## src/rtl/period_meter.sv

```systemverilog
// Measures period and high phase of a slow, asynchronous divided clock in clock cycles,
// and flags lock (two equal consecutive periods) and loss of edges (timeout).
//
// state      | meaning
// -----------+--------------------------------------------------------------
// ST_IDLE    | measurement disabled; lock/timeout cleared, results held
// ST_ARM     | enabled, waiting for the first rising edge to start counting
// ST_MEASURE | counting between rising edges; each rise publishes a period
// ST_TIMEOUT | no rising edge within 2^CNT_W-1 cycles; next rise restarts
module period_meter #(
    parameter int CNT_W = 16
) (
    input  logic             clock,
    input  logic             reset,
    input  logic             enable,
    input  logic             div_in,
    output logic [CNT_W-1:0] period,
    output logic [CNT_W-1:0] high_time,
    output logic             valid,
    output logic             locked,
    output logic             timeout
);

    localparam logic [CNT_W-1:0] C_MAX = {CNT_W{1'b1}};
    localparam logic [CNT_W-1:0] C_ONE = {{(CNT_W-1){1'b0}}, 1'b1};

    typedef enum logic [1:0] {
        ST_IDLE,
        ST_ARM,
        ST_MEASURE,
        ST_TIMEOUT
    } state_t;

    state_t           r_state;
    logic             r_s1;
    logic             r_s2;
    logic             r_s3;
    logic [CNT_W-1:0] r_cnt;
    logic [CNT_W-1:0] r_high_cnt;
    logic [CNT_W-1:0] r_period;
    logic [CNT_W-1:0] r_high_time;
    logic             r_valid;
    logic             r_locked;
    logic             r_timeout;
    logic             r_have_prev;

    logic w_rise;
    logic w_fall;
    logic w_cnt_max;
    logic w_high_max;

    assign w_rise     = r_s2 & ~r_s3;
    assign w_fall     = ~r_s2 & r_s3;
    assign w_cnt_max  = (r_cnt == C_MAX);
    assign w_high_max = (r_high_cnt == C_MAX);

    always_ff @(posedge clock or negedge reset) begin
        if (!reset) begin
            r_s1 <= 1'b0;
            r_s2 <= 1'b0;
            r_s3 <= 1'b0;
        end else begin
            r_s1 <= div_in;
            r_s2 <= r_s1;
            r_s3 <= r_s2;
        end
    end

    always_ff @(posedge clock or negedge reset) begin
        if (!reset) begin
            r_state     <= ST_IDLE;
            r_cnt       <= '0;
            r_high_cnt  <= '0;
            r_period    <= '0;
            r_high_time <= '0;
            r_valid     <= 1'b0;
            r_locked    <= 1'b0;
            r_timeout   <= 1'b0;
            r_have_prev <= 1'b0;
        end else begin
            r_valid <= 1'b0;
            if (!enable) begin
                r_state     <= ST_IDLE;
                r_locked    <= 1'b0;
                r_timeout   <= 1'b0;
                r_have_prev <= 1'b0;
            end else begin
                case (r_state)
                    ST_IDLE: begin
                        r_state <= ST_ARM;
                    end
                    ST_ARM: begin
                        if (w_rise) begin
                            r_cnt       <= C_ONE;
                            r_high_cnt  <= C_ONE;
                            r_have_prev <= 1'b0;
                            r_state     <= ST_MEASURE;
                        end
                    end
                    ST_MEASURE: begin
                        if (w_rise) begin
                            // Lock compares against the period being replaced, so the
                            // first update after arming can never lock.
                            r_period    <= r_cnt;
                            r_locked    <= r_have_prev && (r_cnt == r_period);
                            r_have_prev <= 1'b1;
                            r_cnt       <= C_ONE;
                            r_high_cnt  <= C_ONE;
                            r_valid     <= 1'b1;
                        end else begin
                            if (w_cnt_max) begin
                                r_state   <= ST_TIMEOUT;
                                r_timeout <= 1'b1;
                                r_locked  <= 1'b0;
                            end else begin
                                r_cnt <= r_cnt + C_ONE;
                            end
                            if (r_s2 && !w_high_max) begin
                                r_high_cnt <= r_high_cnt + C_ONE;
                            end
                            if (w_fall) begin
                                r_high_time <= r_high_cnt;
                            end
                        end
                    end
                    ST_TIMEOUT: begin
                        if (w_rise) begin
                            r_timeout   <= 1'b0;
                            r_cnt       <= C_ONE;
                            r_high_cnt  <= C_ONE;
                            r_have_prev <= 1'b0;
                            r_state     <= ST_MEASURE;
                        end
                    end
                    default: begin
                        r_state <= ST_IDLE;
                    end
                endcase
            end
        end
    end

    assign period    = r_period;
    assign high_time = r_high_time;
    assign valid     = r_valid;
    assign locked    = r_locked;
    assign timeout   = r_timeout;

endmodule

```

## config.mk

```make
export PLATFORM = sky130hd
export DESIGN_NAME = period_meter
export DESIGN_NICKNAME = d
export VERILOG_FILES = /design/src/rtl/period_meter.sv
export SDC_FILE = /design/constraint.sdc
export NUM_CORES = 1
export LEC_CHECK = 0
export CORE_MARGIN = 2
export CORE_UTILIZATION = 30
export CTS_CLUSTER_DIAMETER = 80
export DETAILED_ROUTE_END_ITERATION = 6
export PLACE_DENSITY = 0.49
export SLEW_MARGIN = 0
export SYNTH_ARGS = -nofsm -noshare
export SYNTH_HDL_FRONTEND = slang
export SYNTH_SLANG_ARGS = --single-unit
```

## constraint.sdc

```tcl
create_clock -name clock -period 2.3 [get_ports clock]
set_input_delay 0.46 -clock clock [delete_from_list [all_inputs] [get_ports clock]]
set_output_delay 0.46 -clock clock [all_outputs]
set_load 0.01 [all_outputs]
```

==> impl_metrics.yaml, run 1 <==
worst_setup_path:
  cp-end-kind: "register"
  cp.arrival_ns: 2.16
  cp_max_fo: 10
  crit_required_ns: 2.50
  critPathLaunchType: "register"
  crit_type: "reg2reg"
status:
  outcome: "complete, no violations"
logic_synthesis:
  synth_cell_types: 47
  synth-edff-count: 0
  synth_ff_type: "dfrtp_1"
  syn_area_per_cell_um2: 10.6
  syn_area_mm2: 0.00358
  yosys_warnings: 0
  synth.net_count: 343
  ys_seq_area_share_pct: 51.0
  async_flop_share_pct: 100
  ys_ff_latch: 73
  synthCells: 337
clock_tree:
  cts_buffer_depth: 2
  cts_setup_buffers: 0
  clk_pin_slew_ns: 0.06
  ctsResizeCount: 0
  htree_levels: 3
  ctsHoldBuffers: 0
  cts_buffers: 9
  clock-root-buffer: "clkbuf_16"
  clock_latency_ns: 0.33
  clock-sinks: 73
  cts_tree: "done"
sta:
  min_period_over_period_pct: 85.1
  drv_slew: 0
  tightestPinTransition_ns: 0.614
  relSlewSlack_pct: 58.7
  max_freq_mhz: 511
  layout_min_cycle_time_ns: 1.96
  rsz0062_at_grt: "no"
  setup_viol: 0
  finalHoldViolCount: 0
  fin_skew_ns: 0.00328
  hold_ws_ns: 0.0843
  fin_tns_setup_ns: 0
placement:
  gp_congestion: 0.784
  io_buffers: 38
  hpwl_um: 5680
  placed_area_mm2: 0.00417
run:
  maxCapViolations: 0
floorplan:
  fp.coreArea_mm2: 0.0115
  fp.dieH_um: 113
  start_util_pct: 31.1
  rows: 39
  die-area_mm2: 0.0128
  dieWidth_um: 113
  io_pins: 39
power_and_ir_drop:
  worst_ir_drop_vdd_v: 0.000328
  leakage_nw: 1.94
  p_per_area_mw_per_mm2: 704
routing:
  drc_errors: 0
  viasPerCell: 5.08
  routed_wl_um: 8180
  drtAntennaViolNets: 0
  drt-initial-drc-count: 159
  drtPass1Iterations: 4
  routedWlPerCell_um: 15.5
  num_vias: 2686
global_routing:
  grt_max_degree: 39
  antenna_found_initial: 0
  globalRouteOverflowTotal: 0
  grt_pass1_wl_um: 13800
  track_usage_pct: 13.7
  grt_pass1_vias: 2630
finish:
  syn_to_final_growth_pct: 24.7
  antenna_cells: 0
  layout-drive-gt1-share_pct: 18.7
  multi_input_area_mm2: 0.00164
  design_area_mm2: 0.00447
  ff_latch_area_mm2: 0.00183
  final_nets: 388
  fillers: 1143
hold_path:
  hp-class: "in2async"
per-stage QoR:
| stage | setup WS [ns] | instances | utilization, % | power [W] |
|---|---|---|---|---|
| floorplan | 0.448 | 337 | - | 0.00160 |
| global placement | 0.127 | 514 | 36.2 | 0.00176 |
| detailed placement | 0.116 | 514 | 36.2 | 0.00177 |
| CTS | 0.336 | 529 | 38.8 | 0.00319 |
| global route | 0.164 | 529 | 38.8 | 0.00329 |
| finish | 0.344 | 529 | 38.8 | 0.00314 |
worst paths after layout:
check                              start              to  slack (ns)  depth (start not counted)
worst max-delay path            r_cnt[4]       r_cnt[13]        0.34                          5
worst min-delay path               reset       period[3]        0.08                          1
max in group asynchronous          reset  r_high_cnt[15]        1.64                          2
worst max register to register  r_cnt[4]       r_cnt[13]        0.34                          5
min in group clock                  r_s1            r_s2        0.35                          0
worst min register to register      r_s1            r_s2        0.35                          0
kinds of logic after synthesis:
family | share of synthesized area [%]
DFF | 51.0
and+or+nand+nor | 16.2
muxes | 10.7
AOI/OAI and AO/OA | 14.1
xor gates and xnor gates | 3.91
buffers and inverters | 3.35
adders and majority gates | 0.698
cell usage after synthesis (all sizes together) (2+ instances only):
cell	instances	area [um^2]
and3	6	37.5
nor3	2	15.0
xor2	7	61.3
nand3b	2	15.0
and2	3	18.8
and4	4	37.5
or4	2	15.0
a31oi	7	43.8
nor2b	2	12.5
o21ai	48	240
nor2	21	81.3
nand3	15	75.1
buf	12	78.8
inv	4	15.0
o21bai	2	18.8
mux2	33	372
nor4	5	31.3
nand4	13	96.3
nand2	18	67.6
clkbuf	7	26.3
o31ai	10	88.8
a21oi	13	72.6
ha	2	25.0
dfrtp	73	1830
nand2b	6	37.5
xnor2	9	78.8
or2	2	12.5
per-layer routing:
metal / global-route usage, % / share of wire, %
met2: 19.3 / 43
met3: 2.46 / 2.6
met5: 0 / 0
met4: 7.80 / 2.5
met1: 19.8 / 51
area by class of cell:
type	count	share of cell area, %
sequential	73	40.9
tap	143	4.00
timing repair buffer	53	11.5
multi-input combinational	241	36.6
clock buffer	12	5.74
inverter	4	0.336
clock inverter	3	0.896
worst max-delay path, cell delays in order (launching register included):
cell      delay, ns
dfrtp_1        0.49
nand4_1        0.23
or2_0          0.38
o21bai_2       0.48
nand2b_1       0.17
o21ai_0        0.07
where the power goes:
group          switching (W)  total, W  leakage (nW)  internal, W
Clock               0.000511   0.00140         0.148     0.000889
Combinational       0.000184  0.000344         0.791     0.000160
Sequential         0.0000594   0.00140         0.999      0.00134
Total               0.000755   0.00314          1.94      0.00239
layout by cell type, fill, tap and decap left out, types with 3 or more instances in the layout:
cell type | Yosys | layout
buf_4 | 0 | 14
o21ai_1 | 8 | 8
clkbuf_16 | 0 | 9
xor2_1 | 7 | 7
o21ai_0 | 40 | 40
inv_1 | 4 | 4
xnor2_1 | 9 | 9
and2_1 | 3 | 3
nand2b_1 | 6 | 6
nor2_1 | 20 | 20
and4_1 | 3 | 3
nand4_1 | 12 | 12
clkdlybuf4s50_1 | 0 | 37
mux2_2 | 32 | 32
nor4_1 | 5 | 5
nand2_1 | 18 | 18
dfrtp_1 | 73 | 73
and3_1 | 6 | 6
a21oi_1 | 11 | 11
a31oi_1 | 7 | 7
nand3_1 | 15 | 15
o31ai_1 | 9 | 9
sequential cells by signal, indices dropped and copies added, names as in the netlist:
signal,count
r_high_cnt,16
period,16
r_s1,1
r_s2,1
valid,1
timeout,1
r_have_prev,1
r_s3,1
r_cnt,16
high_time,16
r_state,2
locked,1
Power figures use the tool's default switching activity.
==> run 2: changes to the inputs <==
--- a/config.mk
+++ b/config.mk
@@ -9,7 +9,7 @@
 export CORE_UTILIZATION = 30
 export CTS_CLUSTER_DIAMETER = 80
 export DETAILED_ROUTE_END_ITERATION = 6
-export PLACE_DENSITY = 0.49
+export PLACE_DENSITY = 0.52
 export SLEW_MARGIN = 0
 export SYNTH_ARGS = -nofsm -noshare
 export SYNTH_HDL_FRONTEND = slang
==> run 2 against run 1 <==
  * Sequential cell count unchanged
  * Sequential power about the same
  * Clock skew up 0.0016 ns
  * Sequential share of layout area up 0.14 points
  * Critical path depth up 1
  * Worst setup slack worse by 0.080 ns
  * Register-to-register slack worse by 0.08 ns
  * Hold slack worse by 0.0096 ns
  * Fmax down 3.9%
  * Wire length down 2.1%
  * Combinational power down 8.1%
  * Clock-buffer cell count unchanged
  * Largest power group unchanged
==> impl_metrics.yaml, run 2 (synthesis gave the netlist of run 1 again) <==
floorplan:
  dieWidth_um: 113
  fp.coreArea_mm2: 0.0115
  die-area_mm2: 0.0128
  start_util_pct: 31.1
  io_pins: 39
  fp.dieH_um: 113
  rows: 39
routing:
  topRoutingLayerUsed: "met4"
  wl_met1_um: 3950
  drc_errors: 0
  routedWlPerCell_um: 15.1
  routed_wl_um: 8010
  wl_met2_um: 3620
  drtPass1Iterations: 4
  wl_met3_um: 257
  drtAntennaViolNets: 0
  num_vias: 2667
  drt-initial-drc-count: 100
  viasPerCell: 5.02
finish:
  syn_to_final_growth_pct: 24.3
  mostFrequentLayoutCells: "dfrtp_1, o21ai_0, clkdlybuf4s50_1"
  layout-drive-gt1-share_pct: 18.8
  design_area_mm2: 0.00445
  final_nets: 392
  final_common_cell: "dfrtp_1"
  antenna_cells: 0
hold_path:
  hp-class: "in2async"
worst_setup_path:
  timing.critical_path.from: "r_cnt[1]"
  endpoint: "r_cnt[13]"
  r2r-start: "r_cnt[1]"
  crit_required_ns: 2.50
  cp.arrival_ns: 2.24
  critPathLaunchType: "register"
  crit_type: "reg2reg"
  reg2reg_to: "r_cnt[13]"
  cp-end-kind: "register"
  rrSetupSlack_ns: 0.26
  cp_max_fo: 10
  reg2regPathDepth: 6
sta:
  max_freq_mhz: 491
  tightestPinTransition_ns: 0.589
  rsz0062_at_grt: "no"
  fin_skew_ns: 0.00488
  min_period_over_period_pct: 88.5
  finalHoldViolCount: 0
  drv_slew: 0
  fin_tns_setup_ns: 0
  relSlewSlack_pct: 60.4
  setup_viol: 0
  layout_min_cycle_time_ns: 2.04
global_routing:
  antenna_found_initial: 0
  grt_max_degree: 41
  track_usage_pct: 13.6
  grt_pass1_wl_um: 13500
  grt_pass1_vias: 2611
  globalRouteOverflowTotal: 0
clock_tree:
  cts_tree: "done"
  htree_levels: 3
  clock_latency_ns: 0.33
  clk_pin_slew_ns: 0.05
  cts_buffer_depth: 2
  cts_setup_buffers: 0
  cts_buffers: 9
  ctsHoldBuffers: 0
  clock-sinks: 73
  clock-root-buffer: "clkbuf_16"
  ctsResizeCount: 0
power_and_ir_drop:
  worst_ir_drop_vdd_v: 0.000331
  p_per_area_mw_per_mm2: 662
  leakage_nw: 1.94
run:
  maxCapViolations: 0
placement:
  placed_area_mm2: 0.00420
  gp_congestion: 0.777
  io_buffers: 38
  hpwl_um: 5730
status:
  outcome: "complete, no violations"
run 2: cell types whose count changed in the layout (fill, tap and decap cells not counted):
| cell | previous run | this run |
|---|---|---|
| clkbuf_1 | 1 | 2 |
| buf_4 | 14 | 18 |
| bufinv_16 | 1 | 0 |
| clkinv_2 | 2 | 1 |
| clkbuf_8 | 2 | 1 |
run 2: cell type report:
class                   count  area (um^2)
repair buffers             57          546
inverters                   4         15.0
well taps                 143          179
clock buffers              12          246
fillers                  1157         7060
flip-flops and latches     73         1830
clock inverters             1         5.00
multi-input cells         241         1640
run 2: critical path, cell delays in order, from the launching register on:
cell,delay (ns)
dfrtp_1,0.42
ha_1,0.24
nand3_1,0.15
or2_0,0.38
o21bai_2,0.48
nand2b_1,0.16
o21ai_0,0.07
run 2: worst min path at each step:
stage / start / end / slack (ns) / cells after the start
2_1_floorplan: reset / high_time[0] / 0.16 / 0
3_3_place_gp: r_s1 / r_s2 / 0.34 / 0
3_5_place_dp: r_s1 / r_s2 / 0.35 / 0
4_1_cts: reset / period[5] / 0.09 / 1
5_1_grt: reset / period[5] / 0.11 / 1
6_report: reset / period[5] / 0.07 / 1
run 2: through the flow:
| step | setup WS, ns | hold slack [ns] | power, W | instances | utilization [%] |
|---|---|---|---|---|---|
| 2_1_floorplan | 0.448 | 0.164 | 0.00160 | 337 | - |
| 3_3_place_gp | 0.177 | 0.339 | 0.00175 | 518 | 36.5 |
| 3_5_place_dp | 0.144 | 0.346 | 0.00176 | 518 | 36.5 |
| 4_1_cts | 0.233 | 0.0876 | 0.00300 | 531 | 38.7 |
| 5_1_grt | 0.0739 | 0.112 | 0.00311 | 531 | 38.7 |
| 6_report | 0.263 | 0.0747 | 0.00295 | 531 | 38.7 |
run 2: power breakdown:
part,internal [W],switching [W]
Clock,0.000739,0.000487
Sequential,0.00134,0.0000672
Combinational,0.000150,0.000166
Total,0.00223,0.000720
run 2: per-layer routing:
metal	track usage, %	vias to the layer above
met5	0	-
met4	6.83	0
met3	3.27	10
met2	19.3	36
met1	19.3	1297
li1	-	1324
==> run 3: changes to the inputs <==
--- a/config.mk
+++ b/config.mk
@@ -6,11 +6,12 @@
 export NUM_CORES = 1
 export LEC_CHECK = 0
 export CORE_MARGIN = 2
-export CORE_UTILIZATION = 30
+export CORE_UTILIZATION = 56
 export CTS_CLUSTER_DIAMETER = 80
 export DETAILED_ROUTE_END_ITERATION = 6
-export PLACE_DENSITY = 0.52
+export PLACE_DENSITY = 0.83
 export SLEW_MARGIN = 0
 export SYNTH_ARGS = -nofsm -noshare
 export SYNTH_HDL_FRONTEND = slang
 export SYNTH_SLANG_ARGS = --single-unit
+export TNS_END_PERCENT = 50
==> run 3 against run 2 <==
  * Sequential cell count is the same
  * Register-to-register slack is essentially flat
  * Global-route usage grew 8.9 points
  * Via count grew 3.6%
  * Sequential power is essentially flat
  * Wire length shrank 6.6%
  * Critical path type unchanged
  * Critical endpoint is now locked
==> impl_metrics.yaml, run 3 (synthesis gave the netlist of run 1 again) <==
status:
  outcome: "complete, no violations"
finish:
  final_util_pct: 67.3
  design_area_mm2: 0.00422
  mostFrequentLayoutCells: "dfrtp_1, o21ai_0, clkdlybuf4s50_1"
  syn_to_final_growth_pct: 17.9
  final_nets: 382
  antenna_cells: 0
  fillers: 450
  layout-drive-gt1-share_pct: 17.4
  final_common_cell: "dfrtp_1"
worst_setup_path:
  cp_cell_sequence: "ha_1 > nand3_1 > or2_0 > o211ai_1 > o21ai_0 > mux2_1"
  crit_required_ns: 2.53
  critPathLaunchType: "register"
  cp_max_fo: 7
  crit_family: "simple AND/OR/NAND/NOR gates"
  cp_num_buf_inv: 0
  max_stage_delay_ns: 0.46
  rrSetupSlack_ns: 0.28
  slowest_stage: "dfrtp_1"
  cp-end-kind: "register"
  cp.arrival_ns: 2.25
  crit_type: "reg2reg"
clock_tree:
  cts_buffers: 9
  clock-sinks: 73
  ctsHoldBuffers: 0
  cts_tree: "done"
  clock_latency_ns: 0.35
  htree_levels: 3
  cts_buffer_depth: 2
  cts_setup_buffers: 0
  clock-root-buffer: "clkbuf_8"
  ctsResizeCount: 0
  clk_pin_slew_ns: 0.07
floorplan:
  fp.dieH_um: 84.0
  rows: 29
  die-area_mm2: 0.00705
  io_pins: 39
  dieWidth_um: 84.0
  start_util_pct: 57.1
  fp.coreArea_mm2: 0.00628
routing:
  routedWlPerCell_um: 16.4
  drc_errors: 0
  num_vias: 2764
  drtAntennaViolNets: 0
  drt-initial-drc-count: 298
  routed_wl_um: 7480
  drtPass1Iterations: 6
  viasPerCell: 6.06
sta:
  max_freq_mhz: 495
  min_period_over_period_pct: 87.9
  finalHoldViolCount: 0
  relSlewSlack_pct: 58.0
  setup_viol: 0
  tightestPinTransition_ns: 0.627
  drv_slew: 0
  setup_ws_ns: 0.278
  fin_tns_setup_ns: 0
  rsz0062_at_grt: "no"
  fin_skew_ns: 0.00792
  layout_min_cycle_time_ns: 2.02
power_and_ir_drop:
  power.internal_w: 0.00199
  switching_share_pct: 26.1
  p_per_area_mw_per_mm2: 636
  p_total_w: 0.00269
  power_switching_w: 0.000701
  leakage_nw: 1.86
  worst_ir_drop_vdd_v: 0.000500
  clkPwrFrac_pct: 36.3
  seqPwrFrac_pct: 52.8
  pwr-share-comb_pct: 11.0
global_routing:
  globalRouteOverflowTotal: 0
  grt_max_degree: 74
  track_usage_pct: 22.5
  grt_pass1_wl_um: 12600
  grt_pass1_vias: 2597
  antenna_found_initial: 0
placement:
  dp_slack_ns: 0.135
  gp_congestion: 0.823
  placed_area_mm2: 0.00404
  io_buffers: 38
  hpwl_um: 4940
hold_path:
  hp-class: "in2async"
run:
  maxCapViolations: 0
run 3: cell types whose count changed in the layout (fill, tap and decap cells not counted), sizes merged:
cell,before,now
buf,20,10
clkbuf,12,10
bufinv,0,1
clkinv,1,3
run 3: power groups by stage:
| stage | Clock [W] | Sequential [W] | Combinational [W] |
|---|---|---|---|
| final | 0.000975 | 0.00142 | 0.000295 |
| after floorplan | 0 | 0.00143 | 0.000170 |
| after global routing | 0.00103 | 0.00143 | 0.000329 |
| after global placement | 0 | 0.00144 | 0.000288 |
| after CTS | 0.000975 | 0.00142 | 0.000299 |
| after detailed placement | 0 | 0.00144 | 0.000297 |
run 3: path summary, 6_finish.rpt:
| check | startpoint | endpoint | cells past startpoint |
|---|---|---|---|
| worst max-delay path | r_cnt[0] | locked | 6 |
| worst min-delay path | reset | high_time[15] | 2 |
| worst max register to register | r_cnt[0] | locked | 6 |
| worst min register to register | r_s1 | r_s2 | 0 |
| max in group asynchronous | reset | period[1] | 2 |
| min in group clock | r_s1 | r_s2 | 0 |
run 3: cell type report:
type,instances,area (um^2),area share (%)
Sequential cell,73,1830,43.2
Timing Repair Buffer,47,468,11.1
Tap cell,77,96.3,2.28
Multi-Input combinational cell,241,1640,38.7
Clock inverter,4,45.0,1.07
Inverter,4,15.0,0.355
Clock buffer,10,138,3.26
run 3: worst reg2reg max path, cell delays in order, from the launching register on:
cell,delay [ns]
dfrtp_1,0.46
ha_1,0.25
nand3_1,0.14
or2_0,0.34
o211ai_1,0.22
o21ai_0,0.16
mux2_1,0.34
run 3: through the flow:
| stage | cells | hold slack [ns] |
|---|---|---|
| finish | 456 | 0.124 |
| global route | 456 | 0.152 |
| floorplan | 337 | 0.164 |
| global placement | 442 | 0.343 |
| detailed placement | 442 | 0.341 |
| CTS | 456 | 0.142 |
run 3: routing by layer:
metal,global-route usage [%],share of wire (%),vias up
li1,-,-,1306
met1,33.2,48,1328
met2,33.1,45,116
met3,4.35,5.2,14
met4,8.36,2.0,0
met5,0,0,-
